`src/rtl/cpu_record_decoder.sv`:
```
// Snoops the cpu_checker character stream, extracts the numeric fields of each
// trace record and commits them as a one-cycle strobe once the checker's verdict is legal.
module cpu_record_decoder #(
  parameter logic [31:0] PC_LO   = 32'h0000_3000,
  parameter logic [31:0] PC_HI   = 32'h0000_4fff,
  parameter logic [31:0] ADDR_HI = 32'h0000_2fff,
  parameter int unsigned GRF_MAX = 31
) (
  input  logic        clk,
  input  logic        reset,
  input  logic [7:0]  char,
  input  logic [1:0]  format_type,
  output logic        rec_valid,
  output logic [1:0]  rec_type,
  output logic [13:0] rec_time,
  output logic [31:0] rec_pc,
  output logic [4:0]  rec_grf,
  output logic [31:0] rec_addr,
  output logic [31:0] rec_data,
  output logic [2:0]  rec_err,
  output logic [15:0] rec_count
);

  localparam logic [7:0] CH_CARET = 8'h5E;
  localparam logic [7:0] CH_AT    = 8'h40;
  localparam logic [7:0] CH_DOLL  = 8'h24;
  localparam logic [7:0] CH_STAR  = 8'h2A;
  localparam logic [7:0] CH_EQ    = 8'h3D;
  localparam logic [7:0] CH_HASH  = 8'h23;

  typedef enum logic [2:0] {
    S_IDLE, S_TIME, S_PC, S_GRF, S_ADDR, S_DATA, S_DONE
  } state_e;

  state_e      state_q, state_d;
  logic [13:0] acc_time_q, acc_time_d, hold_time_q;
  logic [31:0] acc_pc_q, acc_pc_d, hold_pc_q;
  logic [6:0]  acc_grf_q, acc_grf_d, hold_grf_q;
  logic [31:0] acc_addr_q, acc_addr_d, hold_addr_q;
  logic [31:0] acc_data_q, acc_data_d, hold_data_q;
  logic        pending_q;

  logic        rec_valid_q;
  logic [1:0]  rec_type_q;
  logic [13:0] rec_time_q;
  logic [31:0] rec_pc_q;
  logic [4:0]  rec_grf_q;
  logic [31:0] rec_addr_q;
  logic [31:0] rec_data_q;
  logic [2:0]  rec_err_q;
  logic [15:0] rec_count_q, rec_count_d;

  logic       is_dec, is_hex;
  logic [3:0] nibble;
  logic       commit, is_reg, is_mem;
  logic       pc_err, addr_err, grf_err;

  // Character classification: decimal digits map to their low nibble, letters a-f/A-F to 10-15.
  always_comb begin
    is_dec = (char >= 8'h30) && (char <= 8'h39);
    is_hex = is_dec || ((char >= 8'h61) && (char <= 8'h66)) || ((char >= 8'h41) && (char <= 8'h46));
    nibble = is_dec ? char[3:0] : (char[3:0] + 4'd9);
  end

  always_comb begin
    state_d = state_q;
    case (char)
      CH_CARET: state_d = S_TIME;
      CH_AT:    state_d = S_PC;
      CH_DOLL:  state_d = S_GRF;
      CH_STAR:  state_d = S_ADDR;
      CH_EQ:    state_d = S_DATA;
      CH_HASH:  state_d = S_DONE;
      default:  state_d = state_q;
    endcase
  end

  always_comb begin
    acc_time_d = acc_time_q;
    acc_pc_d   = acc_pc_q;
    acc_grf_d  = acc_grf_q;
    acc_addr_d = acc_addr_q;
    acc_data_d = acc_data_q;
    if (char == CH_CARET) begin
      acc_time_d = '0;
      acc_pc_d   = '0;
      acc_grf_d  = '0;
      acc_addr_d = '0;
      acc_data_d = '0;
    end else begin
      case (state_q)
        S_TIME: if (is_dec) acc_time_d = (acc_time_q * 14'd10) + {10'd0, nibble};
        S_GRF:  if (is_dec) acc_grf_d  = (acc_grf_q * 7'd10) + {3'd0, nibble};
        S_PC:   if (is_hex) acc_pc_d   = {acc_pc_q[27:0], nibble};
        S_ADDR: if (is_hex) acc_addr_d = {acc_addr_q[27:0], nibble};
        S_DATA: if (is_hex) acc_data_d = {acc_data_q[27:0], nibble};
        default: ;
      endcase
    end
  end

  // The verdict arrives one cycle after '#', so the commit works from the hold registers,
  // leaving the accumulators free for a record that starts immediately.
  always_comb begin
    is_reg      = (format_type == 2'd1);
    is_mem      = (format_type == 2'd2);
    commit      = pending_q && (is_reg || is_mem);
    pc_err      = (hold_pc_q < PC_LO) || (hold_pc_q > PC_HI) || (hold_pc_q[1:0] != 2'b00);
    addr_err    = is_mem && ((hold_addr_q > ADDR_HI) || (hold_addr_q[1:0] != 2'b00));
    grf_err     = is_reg && (32'(hold_grf_q) > GRF_MAX);
    rec_count_d = (rec_count_q == '1) ? rec_count_q : (rec_count_q + 16'd1);
  end

  always_ff @(posedge clk or posedge reset) begin
    if (reset) begin
      state_q     <= S_IDLE;
      acc_time_q  <= '0;
      acc_pc_q    <= '0;
      acc_grf_q   <= '0;
      acc_addr_q  <= '0;
      acc_data_q  <= '0;
      hold_time_q <= '0;
      hold_pc_q   <= '0;
      hold_grf_q  <= '0;
      hold_addr_q <= '0;
      hold_data_q <= '0;
      pending_q   <= 1'b0;
      rec_valid_q <= 1'b0;
      rec_type_q  <= '0;
      rec_time_q  <= '0;
      rec_pc_q    <= '0;
      rec_grf_q   <= '0;
      rec_addr_q  <= '0;
      rec_data_q  <= '0;
      rec_err_q   <= '0;
      rec_count_q <= '0;
    end else begin
      state_q    <= state_d;
      acc_time_q <= acc_time_d;
      acc_pc_q   <= acc_pc_d;
      acc_grf_q  <= acc_grf_d;
      acc_addr_q <= acc_addr_d;
      acc_data_q <= acc_data_d;
      pending_q  <= (char == CH_HASH);
      if (char == CH_HASH) begin
        hold_time_q <= acc_time_q;
        hold_pc_q   <= acc_pc_q;
        hold_grf_q  <= acc_grf_q;
        hold_addr_q <= acc_addr_q;
        hold_data_q <= acc_data_q;
      end
      rec_valid_q <= commit;
      if (commit) begin
        rec_type_q  <= format_type;
        rec_time_q  <= hold_time_q;
        rec_pc_q    <= hold_pc_q;
        rec_grf_q   <= is_reg ? hold_grf_q[4:0] : '0;
        rec_addr_q  <= is_mem ? hold_addr_q : '0;
        rec_data_q  <= hold_data_q;
        rec_err_q   <= {grf_err, addr_err, pc_err};
        rec_count_q <= rec_count_d;
      end
    end
  end

  assign rec_valid = rec_valid_q;
  assign rec_type  = rec_type_q;
  assign rec_time  = rec_time_q;
  assign rec_pc    = rec_pc_q;
  assign rec_grf   = rec_grf_q;
  assign rec_addr  = rec_addr_q;
  assign rec_data  = rec_data_q;
  assign rec_err   = rec_err_q;
  assign rec_count = rec_count_q;

endmodule

```
`config.mk`:
```
export PLATFORM = sky130hd
export DESIGN_NAME = cpu_record_decoder
export DESIGN_NICKNAME = d
export VERILOG_FILES = /design/src/rtl/cpu_record_decoder.sv
export SDC_FILE = /design/constraint.sdc
export NUM_CORES = 1
export LEC_CHECK = 0
export CORE_AREA = 2 2 170 172
export DETAILED_ROUTE_END_ITERATION = 7
export DIE_AREA = 0 0 172 174
export PLACE_DENSITY_LB_ADDON = 0.2
export SKIP_CTS_REPAIR_TIMING = 1
export SLEW_MARGIN = 30
export SYNTH_ARGS = -nofsm -noshare
export SYNTH_HDL_FRONTEND = slang
export SYNTH_SLANG_ARGS = --single-unit
```
`constraint.sdc`:
```
create_clock -name clk -period 14.53 [get_ports clk]
set_input_delay 2.1795 -clock clk [delete_from_list [all_inputs] [get_ports clk]]
set_output_delay 2.1795 -clock clk [all_outputs]
set_load 0.03 [all_outputs]
```
==> results of run 1 <==
[path summary, 6_finish.rpt]
path	from	to	slack, ns	cells after the start
min reg2reg	rec_addr[25]	rec_addr[25]	0.46	2
min	rec_addr[25]	rec_addr[25]	0.46	2
max in group asynchronous	reset	rec_pc[30]	11.08	3
max reg2reg	acc_time_q[3]	acc_time_q[13]	11.18	10
min in group asynchronous	reset	rec_type[1]	2.19	2
max	char[0]	acc_time_q[13]	9.06	14
[cells in the mapped netlist, drive strengths merged (3+ instances only)]
master | count | share of area
nor3 | 4 | 0.0013
and4 | 3 | 0.0017
xor2 | 12 | 0.0067
a21oi | 6 | 0.0021
nor2 | 17 | 0.0042
ha | 37 | 0.029
clkbuf | 73 | 0.017
a41oi | 3 | 0.0021
nand3 | 84 | 0.027
fa | 4 | 0.0051
nand2 | 809 | 0.19
nor3b | 4 | 0.0019
o21a | 4 | 0.0019
o31ai | 14 | 0.0075
buf | 15 | 0.0039
nor2b | 3 | 0.0012
nor4 | 11 | 0.0044
o21ai | 127 | 0.041
xnor2 | 30 | 0.017
inv | 37 | 0.0088
dfrtp | 375 | 0.59
and3 | 7 | 0.0028
nand4 | 7 | 0.0028
a31oi | 3 | 0.0021
nand2b | 4 | 0.0016
[layout by cell type (no fill, tap or decap), drive strengths merged, types with 3 or more instances in the layout]
cell type and count:
a21oi 6, nand2 809, a31oi 3, nor3 4
o21a 4, nand4 7, nand2b 4, dfrtp 375
nor3b 4, inv 37, o31ai 14, fa 4
buf 13, xor2 12, xnor2 30, nand3 84
a41oi 3, and4 3, clkbuf 53, ha 37
clkinv 10, clkdlybuf4s50 148, bufinv 3, nor2b 3
nor4 11, and3 7, o21ai 127, nor2 17
[area by class of cell]
class | instances | area, µm²
clock buffer | 53 | 1120
clock inverter | 13 | 159
fill | 2309 | 9380
inverter | 37 | 155
multi-input combinational | 1225 | 5970
sequential | 375 | 9380
tap | 384 | 480
timing repair buffer | 161 | 1590
[worst register-to-register path: cells and delay by family, from the launching register on]
family | cells | cell delay [ns]
xor gates and xnor gates | 2 | 0.61
adders and majority gates | 3 | 0.95
AOI/OAI and AO/OA | 1 | 0.14
DFF | 1 | 0.45
and+or+nand+nor | 4 | 1.10
[report_power, final]
part           switching [W]  internal, W  total [W]
combinational       0.000117    0.0000640   0.000181
sequential         0.0000509      0.00111    0.00116
clock               0.000397     0.000593   0.000991
[kinds of logic after synthesis]
logic type,Yosys count,synth area share
flip-flops,375,0.595
buffers and inverters,125,0.0301
AO/OA/AOI/OAI,172,0.0642
AND/OR/NAND/NOR,965,0.249
multiplexers,4,0.00270
adder cells (fa/ha/maj),41,0.0344
XOR/XNOR,43,0.0247
[sequential cells by signal, summed over array words and instances, names as in the netlist, 2 cells and up]
name and flops:
acc_addr_q 32, acc_data_q 32, acc_pc_q 32, hold_addr_q 32, hold_data_q 32, hold_pc_q 32
rec_addr 32, rec_data 32, rec_pc 32, rec_count 16, acc_time_q 14, hold_time_q 14
rec_time 14, acc_grf_q 7, hold_grf_q 7, rec_grf 5, rec_err 3, state_q 3
rec_type 2
[per-layer routing]
metal	up-vias	global-route usage
li1	5778	-
met1	5674	0.337
met2	243	0.369
met3	46	0.0326
met4	0	0.0557
met5	-	0
[metrics by stage]
stage                util  hold WS, ns  power, W  worst slack [ns]
global placement    0.622        0.448   0.00135              8.82
CTS                 0.667        0.465   0.00235              9.12
detailed placement  0.622        0.449   0.00136              8.59
finish              0.668        0.461   0.00233              9.06
floorplan               -        0.438   0.00130              1.93
global route        0.668        0.475   0.00243              8.92
==> run summary, run 1 <==
* **post-detail-place hpwl** 20800 µm
* **layout cells sized above 1** 0.0515
* **arrival time of the worst setup path** 5.89 ns
* **final instance count without filler cells** 2248
* **count of mapped cells out of synthesis** 1725
* **final RePlAce weighted congestion** 0.857
* **critical path buffer and inverter count** 4
* **number of vias per cell after detailed routing** 5.22
* **post-route DRC violation count** 0
* **largest net degree at the start of global routing** 143
* **RSZ-0062 raised after global routing** no
* **peak supply drop** 0.0918 mV
* **result of the run** completed
* **drt wl/cell** 14.8 µm
* **aggregate global routing overflow** 0
* **number of distinct standard cells referenced by the synthesized netlist** 57
* **EDFF count, synth** 0
* **root cell of the clock tree** clkbuf_16
* **Setup Crit Path Kind** primary input to flop
* **Worst Clk Skew** 0.0164 ns
* **Data required, critical path** 14.95 ns
* **sequential-to-total area share from yosys stat** 0.595
* **maximum fanout along the worst path** 6
* **Placed Cells** 2182
* **final period demand of the worst path** 5.47 ns
* **Setup Total Neg Slack** 0 ns
* **die area** 0.0299 mm²
* **final instance area** 0.0189 mm²
* **clock network latency to the later pin of the worst-skew pair** 0.52 ns
* **Pleak** 9.62 nW
* **H-Tree Level Count** 2
* **worst stage delay on the critical path** 0.60 ns
* **length of routed wiring on met1** 15500 µm
* **Slew @ Worst Pin** 0.968 ns
* **antenna violations before repair** 0
* **Initial Util** 0.559
* **chip width** 172 µm
* **area of the mapped netlist** 0.0158 mm²
* **Worst setup SP type** primary input
* **number of DRC markers after the initial detailed-route iteration** 792
* **number of antenna cells inserted** 0
* **total number of clock tree sinks** 375
* **antenna viol nets, final** 0
* **number of rows created at floorplan** 62
* **mean area per synthesized cell** 9.14 µm²
* **number of buffers added on ports** 148
* **met3 routed WL** 1560 µm
* **Critical Path, Cell by Cell** clkdlybuf4s50_1 > inv_1 > ha_1 > o21bai_1 > a21oi_2 > nand2b_1 > xnor2_1 > inv_1 > fa_1 > inv_1 > a31oi_4 > nor4b_4 > xnor3_1 > o21ai_1
* **Detail Route met2 WL** 15700 µm
* **first-pass GRT wire length** 56800 µm
* **clock tree from TritonCTS** yes
* **number of primary I/O pins** 149
* **Post-synth ARST share** 1.00
* **number of endpoints failing setup at the final stage** 0
* **Slew Limit Fails** 0
* **dominant cell type by count on the critical path** inv_1
* **number of failing hold endpoints at the final stage** 0
* **Nets** 1892
* **power density over the cells** 124 mW/mm²
* **worst slew slack as a fraction of its limit** 0.355
* **syn_nets** 1778
* **cell class contributing the biggest share of worst-path delay** buffers and inverters
* **Tightest Hold Check Type** flop to flop
* **yosys warns** 0
* **number of global-route vias before repair** 11600
* **flip-flop and latch count after synthesis** 375
* **CORE AREA** 0.0282 mm²
* **DR pass1 iterations** 5
* **upper clock frequency limit** 183 MHz
* **Max stage delay cell, worst path** clkdlybuf4s50_1
* **GRT Resource Usage Total** 0.231
* **Final period util** 0.376
* **clock slew at the register clock pins of the worst setup and hold paths** 0.06 ns
* **Maximum Capacitance Violations** 0
* **dominant synthesized flop cell** dfrtp_1
* **crit end category** flop
* **uppermost layer routed** met4
* **aggregate routed wire length** 33300 µm
* **Area Growth Syn to Fin** 19.6%
* **via count** 11700
* **placed instance area** 0.0176 mm²
* **TritonCTS buffer count** 39
* **maximum clock insertion buffer count** 3
* **height of the die** 174 µm
Power figures use the tool's default switching activity.
==> run 2: changes to the inputs <==
Clock period 14.53 ns to 5.7 ns, I/O delays scaled along.
==> run summary, run 2 (synthesis results as in run 1) <==
* **power density over the cells** 313 mW/mm²
* **Sw Share** 0.241
* **portion of total power attributed to the clock network** 0.422
* **final RePlAce weighted congestion** 0.881
* **number of endpoints failing setup at the final stage** 0
* **number of DRC markers after the initial detailed-route iteration** 758
* **Slew @ Worst Pin** 0.854 ns
* **Tightest Hold Check Type** flop to flop
* **root cell of the clock tree** clkbuf_16
* **number of antenna cells inserted** 0
* **Pint** 0.00449 W
* **Critical Path, Cell by Cell** clkdlybuf4s50_1 > inv_1 > ha_1 > o21bai_1 > a21oi_2 > nand2b_1 > xnor2_1 > inv_1 > fa_1 > inv_1 > a31oi_4 > nor4b_4 > xnor3_1 > o21ai_1
* **commonest non-fill, non-tap cell in the layout** nand2_1
* **Final period util** 0.703
* **post-route DRC violation count** 0
* **number of primary I/O pins** 149
* **dominant cell type by count on the critical path** inv_1
* **peak supply drop** 0.203 mV
* **Slew Limit Fails** 0
* **worst slew slack as a fraction of its limit** 0.431
* **DR pass1 iterations** 5
* **crit end category** flop
* **number of failing hold endpoints at the final stage** 0
* **height of the die** 174 µm
* **clock slew at the register clock pins of the worst setup and hold paths** 0.06 ns
* **via count** 11800
* **Pleak** 9.63 nW
* **Power Total** 0.00592 W
* **Max stage delay cell, worst path** clkdlybuf4s50_1
* **Initial Util** 0.559
* **result of the run** completed
* **maximum fanout along the worst path** 6
* **Setup Crit Path Kind** primary input to flop
* **number of vias per cell after detailed routing** 5.22
* **CORE AREA** 0.0282 mm²
* **placed instance area** 0.0176 mm²
* **number of global-route vias before repair** 11600
* **die area** 0.0299 mm²
* **worst stage delay on the critical path** 0.59 ns
* **TritonCTS buffer count** 39
* **RSZ-0062 raised after global routing** no
* **clock network latency to the later pin of the worst-skew pair** 0.51 ns
* **drt wl/cell** 14.8 µm
* **most frequent cells in the layout** 809 x nand2_1, 375 x dfrtp_1, 148 x clkdlybuf4s50_1, 125 x o21ai_0, 84 x nand3_1
* **maximum clock insertion buffer count** 3
* **number of buffers added on ports** 148
* **part of the total power dissipated in combinational logic** 0.077
* **number of stages on the worst hold path** 2
* **Maximum Capacitance Violations** 0
* **part of the total power dissipated in sequential elements** 0.500
* **upper clock frequency limit** 250 MHz
* **post-detail-place hpwl** 21200 µm
* **aggregate routed wire length** 33400 µm
* **first-pass GRT wire length** 57100 µm
* **aggregate global routing overflow** 0
* **antenna viol nets, final** 0
* **Area Growth Syn to Fin** 19.8%
* **final instance area** 0.0189 mm²
* **Data required, critical path** 6.14 ns
* **total number of clock tree sinks** 375
* **layout cells sized above 1** 0.0535
* **depth of the worst register-to-register path** 10
* **Place WS** 1.19 ns
* **final period demand of the worst path** 4.01 ns
* **GRT Resource Usage Total** 0.233
* **Nets** 1896
* **net switching power** 0.00143 W
* **Worst setup SP type** primary input
* **antenna violations before repair** 0
* **final worst setup slack** 1.69 ns
* **H-Tree Level Count** 2
* **number of rows created at floorplan** 62
* **Worst Clk Skew** 0.00880 ns
* **arrival time of the worst setup path** 4.45 ns
* **chip width** 172 µm
* **clock tree from TritonCTS** yes
* **largest net degree at the start of global routing** 138
==> run 2: changes by cell type in the layout (fill, tap and decap cells not counted), moves of 2 or more <==
cell / previous run / this run
clkbuf_8: 7 / 11
buf_4: 9 / 12
clkinv_8: 2 / 0
buf_12: 0 / 3
clkinvlp_4: 0 / 2
buf_6: 4 / 2
clkinv_2: 8 / 4
==> run 2: metrics by stage <==
stage	hold WS (ns)	instances	utilization	setup TNS (ns)
global placement	0.447	2184	0.623	0
floorplan	0.438	1725	-	-71.66
CTS	0.466	2250	0.668	0
finish	0.460	2252	0.669	0
global route	0.484	2252	0.669	0
detailed placement	0.452	2184	0.623	0
==> run 2: path summary, 6_finish.rpt <==
kind	startpoint	endpoint	slack [ns]
worst min register to register	acc_addr_q[28]	hold_addr_q[28]	0.46
worst max register to register	acc_time_q[3]	acc_time_q[13]	2.37
max in group asynchronous	reset	hold_time_q[7]	3.72
min in group asynchronous	reset	rec_pc[11]	0.63
worst min-delay path	acc_addr_q[28]	hold_addr_q[28]	0.46
worst max-delay path	char[0]	acc_time_q[13]	1.69
==> run 2: critical path: cells and delay by family <==
kind	cells	cell delay, ns
adders and majority gates	2	0.68
and+or+nand+nor	2	0.49
xor gates and xnor gates	2	0.69
AOI/OAI and AO/OA	4	0.72
buffers and inverters	4	1.00
==> run 2: area by class of cell <==
type / count / area [µm²]
clock inverters: 10 / 114
well taps: 384 / 480
multi-input cells: 1225 / 5960
fillers: 2356 / 9350
inverters: 37 / 148
clock buffers: 56 / 1150
flip-flops and latches: 375 / 9380
repair buffers: 165 / 1650
==> run 2: power by group through the flow <==
stage	Sequential, W	Clock [W]	Combinational (W)
2_1_floorplan	0.00298	0	0.000331
3_3_place_gp	0.00300	0	0.000438
3_5_place_dp	0.00301	0	0.000457
4_1_cts	0.00296	0.00255	0.000461
5_1_grt	0.00298	0.00265	0.000535
6_report	0.00296	0.00250	0.000456
==> run 2: metal layers <==
layer	vias to the layer above	routed length (µm)	global-route usage
met5	-	0	0
met1	5697	15600	0.343
met4	0	578	0.0543
met3	46	1450	0.0348
met2	233	15800	0.369
li1	5777	-	-
